`src/rtl/axi_external_master_port.sv`:
```
// Registered AXI3 master port toward the SDRAM fabric: address rebasing, fixed sideband fields, 2-entry skid
// buffers on all five channels and an outstanding-burst limit. Optional error capture: AXI_ERROR_CAPTURE_EN.

module axi_emp_skid #(
  parameter int unsigned DW = 32
) (
  input  logic          i_clk,
  input  logic          i_rst,
  input  logic [DW-1:0] i_data,
  input  logic          i_valid,
  output logic          o_ready,
  input  logic          i_en,
  output logic [DW-1:0] o_data,
  output logic          o_valid,
  input  logic          i_ready
);
  logic [DW-1:0] r_mem [2];
  logic          r_wptr, r_rptr, r_ready;
  logic [1:0]    r_cnt, w_cnt_nxt;
  logic          w_push, w_pop;

  assign o_ready = r_ready;
  assign w_push  = i_valid && r_ready;
  assign o_valid = (r_cnt != 2'd0) && i_en;
  assign w_pop   = o_valid && i_ready;
  assign o_data  = r_mem[r_rptr];

  always_comb begin
    w_cnt_nxt = r_cnt;
    if (w_push && !w_pop)      w_cnt_nxt = r_cnt + 2'd1;
    else if (w_pop && !w_push) w_cnt_nxt = r_cnt - 2'd1;
  end

  // ready is registered from the next occupancy, so it never depends combinationally on the sink
  always_ff @(posedge i_clk or posedge i_rst) begin
    if (i_rst) begin
      r_wptr  <= 1'b0;
      r_rptr  <= 1'b0;
      r_cnt   <= '0;
      r_ready <= 1'b0;
    end else begin
      if (w_push) r_wptr <= ~r_wptr;
      if (w_pop)  r_rptr <= ~r_rptr;
      r_cnt   <= w_cnt_nxt;
      r_ready <= (w_cnt_nxt != 2'd2);
    end
  end

  always_ff @(posedge i_clk) begin
    if (w_push) r_mem[r_wptr] <= i_data;
  end
endmodule

module axi_external_master_port #(
  parameter logic [31:0] BASE_ADDR       = 32'h00040000,
  parameter logic [3:0]  AXI_ID          = 4'h0,
  parameter int unsigned MAX_OUTSTANDING = 4
) (
  input  logic        i_clk,
  input  logic        i_reset,
  input  logic [31:0] i_bus_awaddr,
  input  logic [3:0]  i_bus_awlen,
  input  logic        i_bus_awvalid,
  output logic        o_bus_awready,
  input  logic [31:0] i_bus_wdata,
  input  logic        i_bus_wlast,
  input  logic        i_bus_wvalid,
  output logic        o_bus_wready,
  output logic        o_bus_bvalid,
  input  logic        i_bus_bready,
  input  logic [31:0] i_bus_araddr,
  input  logic [3:0]  i_bus_arlen,
  input  logic        i_bus_arvalid,
  output logic        o_bus_arready,
  output logic [31:0] o_bus_rdata,
  output logic        o_bus_rvalid,
  input  logic        i_bus_rready,
  output logic [3:0]  o_axm_awid,
  output logic [31:0] o_axm_awaddr,
  output logic [3:0]  o_axm_awlen,
  output logic [2:0]  o_axm_awsize,
  output logic [1:0]  o_axm_awburst,
  output logic [1:0]  o_axm_awlock,
  output logic [3:0]  o_axm_awcache,
  output logic [2:0]  o_axm_awprot,
  output logic        o_axm_awvalid,
  input  logic        i_axm_awready,
  output logic [3:0]  o_axm_wid,
  output logic [31:0] o_axm_wdata,
  output logic [3:0]  o_axm_wstrb,
  output logic        o_axm_wlast,
  output logic        o_axm_wvalid,
  input  logic        i_axm_wready,
  input  logic [3:0]  i_axm_bid,
  input  logic [1:0]  i_axm_bresp,
  input  logic        i_axm_bvalid,
  output logic        o_axm_bready,
  output logic [3:0]  o_axm_arid,
  output logic [31:0] o_axm_araddr,
  output logic [3:0]  o_axm_arlen,
  output logic [2:0]  o_axm_arsize,
  output logic [1:0]  o_axm_arburst,
  output logic [1:0]  o_axm_arlock,
  output logic [3:0]  o_axm_arcache,
  output logic [2:0]  o_axm_arprot,
  output logic        o_axm_arvalid,
  input  logic        i_axm_arready,
  input  logic [3:0]  i_axm_rid,
  input  logic [31:0] i_axm_rdata,
  input  logic [1:0]  i_axm_rresp,
  input  logic        i_axm_rlast,
  input  logic        i_axm_rvalid,
  output logic        o_axm_rready,
  output logic        o_err_sticky,
  output logic [31:0] o_err_addr
);
  logic [35:0] w_aw_in, w_aw_out, w_ar_in, w_ar_out;
  logic [32:0] w_w_out;
  logic [0:0]  w_b_unused;
  logic        w_aw_en, w_ar_en, w_aw_hs, w_b_hs, w_ar_hs, w_r_last_hs;
  logic [3:0]  r_wr_cnt, r_rd_cnt;
  logic        w_unused;

  assign w_aw_in = {i_bus_awaddr + BASE_ADDR, i_bus_awlen};
  assign w_ar_in = {i_bus_araddr + BASE_ADDR, i_bus_arlen};
  assign {o_axm_awaddr, o_axm_awlen} = w_aw_out;
  assign {o_axm_araddr, o_axm_arlen} = w_ar_out;
  assign {o_axm_wdata, o_axm_wlast}  = w_w_out;

  assign o_axm_awid = AXI_ID;  assign o_axm_arid = AXI_ID;  assign o_axm_wid = AXI_ID;
  assign o_axm_awsize = 3'b010;  assign o_axm_awburst = 2'b01;  assign o_axm_awlock = 2'b00;
  assign o_axm_awcache = 4'b0011;  assign o_axm_awprot = 3'b000;
  assign o_axm_arsize = 3'b010;  assign o_axm_arburst = 2'b01;  assign o_axm_arlock = 2'b00;
  assign o_axm_arcache = 4'b0011;  assign o_axm_arprot = 3'b000;
  assign o_axm_wstrb = 4'hF;

  assign w_aw_en     = (r_wr_cnt != 4'(MAX_OUTSTANDING));
  assign w_ar_en     = (r_rd_cnt != 4'(MAX_OUTSTANDING));
  assign w_aw_hs     = o_axm_awvalid && i_axm_awready;
  assign w_b_hs      = i_axm_bvalid && o_axm_bready;
  assign w_ar_hs     = o_axm_arvalid && i_axm_arready;
  assign w_r_last_hs = i_axm_rvalid && o_axm_rready && i_axm_rlast;
  assign w_unused    = ^{i_axm_bid, i_axm_bresp, i_axm_rid, i_axm_rresp, w_b_unused};

  axi_emp_skid #(.DW(36)) u_aw (.i_clk(i_clk), .i_rst(i_reset), .i_data(w_aw_in), .i_valid(i_bus_awvalid),
    .o_ready(o_bus_awready), .i_en(w_aw_en), .o_data(w_aw_out), .o_valid(o_axm_awvalid), .i_ready(i_axm_awready));
  axi_emp_skid #(.DW(33)) u_w (.i_clk(i_clk), .i_rst(i_reset), .i_data({i_bus_wdata, i_bus_wlast}),
    .i_valid(i_bus_wvalid), .o_ready(o_bus_wready), .i_en(1'b1), .o_data(w_w_out), .o_valid(o_axm_wvalid),
    .i_ready(i_axm_wready));
  axi_emp_skid #(.DW(1)) u_b (.i_clk(i_clk), .i_rst(i_reset), .i_data(1'b0), .i_valid(i_axm_bvalid),
    .o_ready(o_axm_bready), .i_en(1'b1), .o_data(w_b_unused), .o_valid(o_bus_bvalid), .i_ready(i_bus_bready));
  axi_emp_skid #(.DW(36)) u_ar (.i_clk(i_clk), .i_rst(i_reset), .i_data(w_ar_in), .i_valid(i_bus_arvalid),
    .o_ready(o_bus_arready), .i_en(w_ar_en), .o_data(w_ar_out), .o_valid(o_axm_arvalid), .i_ready(i_axm_arready));
  axi_emp_skid #(.DW(32)) u_r (.i_clk(i_clk), .i_rst(i_reset), .i_data(i_axm_rdata), .i_valid(i_axm_rvalid),
    .o_ready(o_axm_rready), .i_en(1'b1), .o_data(o_bus_rdata), .o_valid(o_bus_rvalid), .i_ready(i_bus_rready));

  // simultaneous inc/dec holds; a stray response at zero saturates instead of wrapping
  function automatic logic [3:0] cnt_next(input logic [3:0] c, input logic inc, input logic dec);
    if (inc && !dec) return c + 4'd1;
    if (dec && !inc && c != 4'd0) return c - 4'd1;
    return c;
  endfunction

  always_ff @(posedge i_clk or posedge i_reset) begin
    if (i_reset) begin
      r_wr_cnt <= '0;
      r_rd_cnt <= '0;
    end else begin
      r_wr_cnt <= cnt_next(r_wr_cnt, w_aw_hs, w_b_hs);
      r_rd_cnt <= cnt_next(r_rd_cnt, w_ar_hs, w_r_last_hs);
    end
  end

`ifdef AXI_ERROR_CAPTURE_EN
  localparam int unsigned PW = (MAX_OUTSTANDING > 1) ? $clog2(MAX_OUTSTANDING) : 1;
  logic [31:0]   r_wa_fifo [2**PW];
  logic [31:0]   r_ra_fifo [2**PW];
  logic [PW-1:0] r_wa_wp, r_wa_rp, r_ra_wp, r_ra_rp;
  logic          r_err_sticky;
  logic [31:0]   r_err_addr;
  logic          w_b_err, w_r_err;

  assign w_b_err      = w_b_hs && (i_axm_bresp != 2'b00);
  assign w_r_err      = i_axm_rvalid && o_axm_rready && (i_axm_rresp != 2'b00);
  assign o_err_sticky = r_err_sticky;
  assign o_err_addr   = r_err_addr;

  // the outstanding counters double as FIFO occupancy, so pops at zero are dropped
  always_ff @(posedge i_clk or posedge i_reset) begin
    if (i_reset) begin
      r_wa_wp <= '0;  r_wa_rp <= '0;  r_ra_wp <= '0;  r_ra_rp <= '0;
      r_err_sticky <= 1'b0;
      r_err_addr   <= '0;
    end else begin
      if (w_aw_hs) r_wa_wp <= r_wa_wp + PW'(1);
      if (w_ar_hs) r_ra_wp <= r_ra_wp + PW'(1);
      if (w_b_hs && r_wr_cnt != 4'd0)      r_wa_rp <= r_wa_rp + PW'(1);
      if (w_r_last_hs && r_rd_cnt != 4'd0) r_ra_rp <= r_ra_rp + PW'(1);
      if (!r_err_sticky && (w_b_err || w_r_err)) begin
        r_err_sticky <= 1'b1;
        r_err_addr   <= w_b_err ? r_wa_fifo[r_wa_rp] : r_ra_fifo[r_ra_rp];
      end
    end
  end

  always_ff @(posedge i_clk) begin
    if (w_aw_hs) r_wa_fifo[r_wa_wp] <= o_axm_awaddr;
    if (w_ar_hs) r_ra_fifo[r_ra_wp] <= o_axm_araddr;
  end
`else
  assign o_err_sticky = 1'b0;
  assign o_err_addr   = '0;
`endif
endmodule

```
`config.mk`:
```
export PLATFORM = sky130hd
export DESIGN_NAME = axi_external_master_port
export DESIGN_NICKNAME = d
export VERILOG_FILES = /design/src/rtl/axi_external_master_port.sv
export SDC_FILE = /design/constraint.sdc
export NUM_CORES = 1
export LEC_CHECK = 0
export ABC_AREA = 1
export ABC_CLOCK_PERIOD_IN_PS = 2650
export BUFFER_PORTS_ARGS = -buffer_cell sky130_fd_sc_hd__buf_4
export CAP_MARGIN = 20
export CORE_MARGIN = 1.5
export CORE_UTILIZATION = 52
export CTS_CLUSTER_DIAMETER = 150
export DETAILED_ROUTE_END_ITERATION = 6
export PLACE_DENSITY = 0.8
export SLEW_MARGIN = 20
export SYNTH_ARGS = -nofsm -noshare
export SYNTH_HDL_FRONTEND = slang
export SYNTH_HIERARCHICAL = 1
export SYNTH_SLANG_ARGS = --single-unit
```
`constraint.sdc`:
```
create_clock -name i_clk -period 2.65 [get_ports i_clk]
set_input_delay 0.265 -clock i_clk [delete_from_list [all_inputs] [get_ports i_clk]]
set_output_delay 0.265 -clock i_clk [all_outputs]
set_load 0.01 [all_outputs]
```
==> summary.txt <==
Setup path
  • Cells on worst reg2reg path: 11
  • Worst-path fanout max: 34
  • R2R setup slack: 0.85 ns
  • Worst path arrival time: between 2 and 2.5 ns
  • Reg2reg end: r_wr_cnt[1]$_DFFE_PP0P_
  • Reg2reg start: r_wr_cnt[0]$_DFFE_PP0P_
  • Crit path required time: roughly 2.4 ns
  • Critical path origin: u_w/r_rptr$_DFFE_PP0P_
  • Crit path kind: register to primary output
  • Crit end category: primary output
  • Startpoint Class: register

Clock tree
  • Max H-tree Level: 1
  • CTS tree: yes
  • CTS Sinks: roughly 300
  • TritonCTS buffer count: 29
  • Clock root buffer: clkbuf_16
  • Clock Latency Late Sink: 0.55 ns
  • Clk buf depth: 3
  • CTS clk-pin slew, worst paths: 0.06 ns
  • Post_cts resized: 0

Hold path
  • Hold path start: i_bus_awaddr[31]
  • Worst hold path depth: 3
  • Worst hold-check path type: input pin to register
  • Hold EP: u_aw/r_mem[1][35]$_DFFE_PP_

Power
  • Switching share of total power: a little over a third
  • VDD IR max: around 0.65 mV
  • Sequential fraction of design power: 40.2%
  • P_leak: 8.00 nW
  • Combinational share of power: between 30% and 40%
  • PD cells: around 1000 nW/um^2
  • Net load switching power: ~0.0061 W
  • Clock power frac: between 20% and 30%
  • Internal: between 0.01 and 0.015 W

Routing
  • DRC: 0
  • First drt pass iteration count: 7
  • Post-DR vias/cell: 4.76
  • Metal-1 WL: ~11000 um
  • Max Used Layer: met4
  • Met3 routed WL: 1770 um
  • Routed WL: between 20000 and 30000 um
  • Met2 wire len: 15500 um
  • Starting DRT DRC Count: roughly 560
  • Antenna-violating nets left: 0
  • Vias: approximately 9300
  • Post-DR wirelength/cell: 14.9 um

STA
  • Fin crit period: 2.33 ns
  • Unrepaired setup endpoints after global routing: false
  • Clock Skew: approximately 0.011 ns
  • Tightest Pin Transition: between 0.6 and 0.7 ns
  • Slew headroom: a little over half
  • Final hold vios: 0
  • PnR worst setup slack: approximately 0.32 ns
  • Part of the cycle the worst path needs: 88.0%
  • Fmax: about 430 MHz
  • Slew Limit Fails: 0
  • # setup viols final: 0
  • Final setup TNS: 0 ns

Global routing
  • Total gr overflow: 0
  • Initial antenna violation count: 3
  • First-pass GRT wire length: 45000 um
  • Largest net degree at the start of global routing: 38
  • GRT Util Overall: 21.6%
  • Vias in the first global route: roughly 9000

Place
  • GP Congestion: 0.808
  • Placement Setup Slack: 0.865 ns
  • Port bufs: slightly below 300
  • Dpl hpwl: 18300 um

Layout
  • Area growth, synth to finish: 32.3%
  • Commonest non-fill, non-tap cell in the layout: nand2_1
  • Nets@finish: 1778
  • Fraction of layout instances using a drive strength above 1: ~24%
  • Most frequent cells in the layout: 500 x nand2_1, 308 x buf_4, 274 x edfxtp_1, 111 x dlygate4sd3_1, 86 x conb_1

Synthesis
  • Mapped Cells: 1179
  • Avg Cell Area, Syn: 11.2 sq um
  • Synthesized area: roughly 13000 sq um
  • Yosys warns: 6

Die
  • Initial core utilization: about 53%
  • Die area: around 26000 sq um
  • Die Ht: 162 um
  • Core footprint: 25000 sq um
  • Die W: around 160 um
  • Cell Rows: 58
  • I/O pin count: approximately 390

Run status
  • Run status: complete, no violations

Run
  • Max_cap viols: 0
==> state kept, by name, indices dropped and copies added (netlist names), 2 cells and up <==
register,flops
u_aw/r_cnt,2
u_b/r_cnt,2
u_ar/r_mem,72
r_wr_cnt,4
u_w/r_cnt,2
r_rd_cnt,4
u_r/r_cnt,2
u_ar/r_cnt,2
u_aw/r_mem,72
u_r/r_mem,64
u_w/r_mem,66
==> metal layers <==
metal	GRT usage [%]	vias up
li1	-	4528
met1	24.1	4357
met2	40.2	360
met3	3.80	85
met4	9.34	0
met5	0	-
==> worst max-delay path, stage by stage, from the launching register on <==
cell and delay [ns]:
dfrtp_1 0.79, inv_4 0.31, nand2_1 0.18, nand2_1 0.08, buf_4 0.15
==> cell type report <==
cell class / instances / area (sq um)
Clock inverter: 16 / 109
Multi-Input combinational cell: 759 / 3390
Sequential cell: 305 / 9000
Clock buffer: 36 / 752
Antenna cell: 3 / 7.51
Timing Repair Buffer: 419 / 3420
Tap cell: 330 / 413
Fill cell: 1623 / 7580
Inverter: 91 / 349
==> repair_timing <==
action                                  in CTS  in global routing
buffers inserted                             0                  0
hold buffers                               111                  0
hold endpoints to repair                   250                  0
endpoints found under the setup margin       0                  0
==> per-stage QoR <==
step	util (%)	area (sq um)	hold slack (ns)	power, W	std cells
2_1_floorplan	-	13500	0.0186	0.0108	1263
3_3_place_gp	61.8	15500	0.207	0.0133	1793
3_5_place_dp	61.8	15500	0.202	0.0135	1793
4_1_cts	69.7	17400	0.00137	0.0175	1956
5_1_grt	69.7	17500	0.0192	0.0184	1959
6_report	69.7	17500	0.0285	0.0174	1959
==> power by group through the flow <==
stage	clock network [W]	registers (W)	logic [W]
2_1_floorplan	0	0.00693	0.00392
3_3_place_gp	0	0.00701	0.00631
3_5_place_dp	0	0.00707	0.00648
4_1_cts	0.00382	0.00697	0.00668
5_1_grt	0.00401	0.00709	0.00733
6_report	0.00375	0.00699	0.00667
==> worst max path at each step <==
stage,endpoint,slack (ns),cells past startpoint
5_1_grt,o_axm_wdata[22],0.19,4
2_1_floorplan,u_ar/r_mem[0][0]$_DFFE_PP_,0.20,2
4_1_cts,o_axm_wdata[18],0.32,4
6_report,o_axm_wdata[18],0.32,4
3_3_place_gp,o_axm_wdata[4],0.91,4
3_5_place_dp,r_wr_cnt[2]$_DFFE_PP0P_,0.86,13
Power figures use the tool's default switching activity.
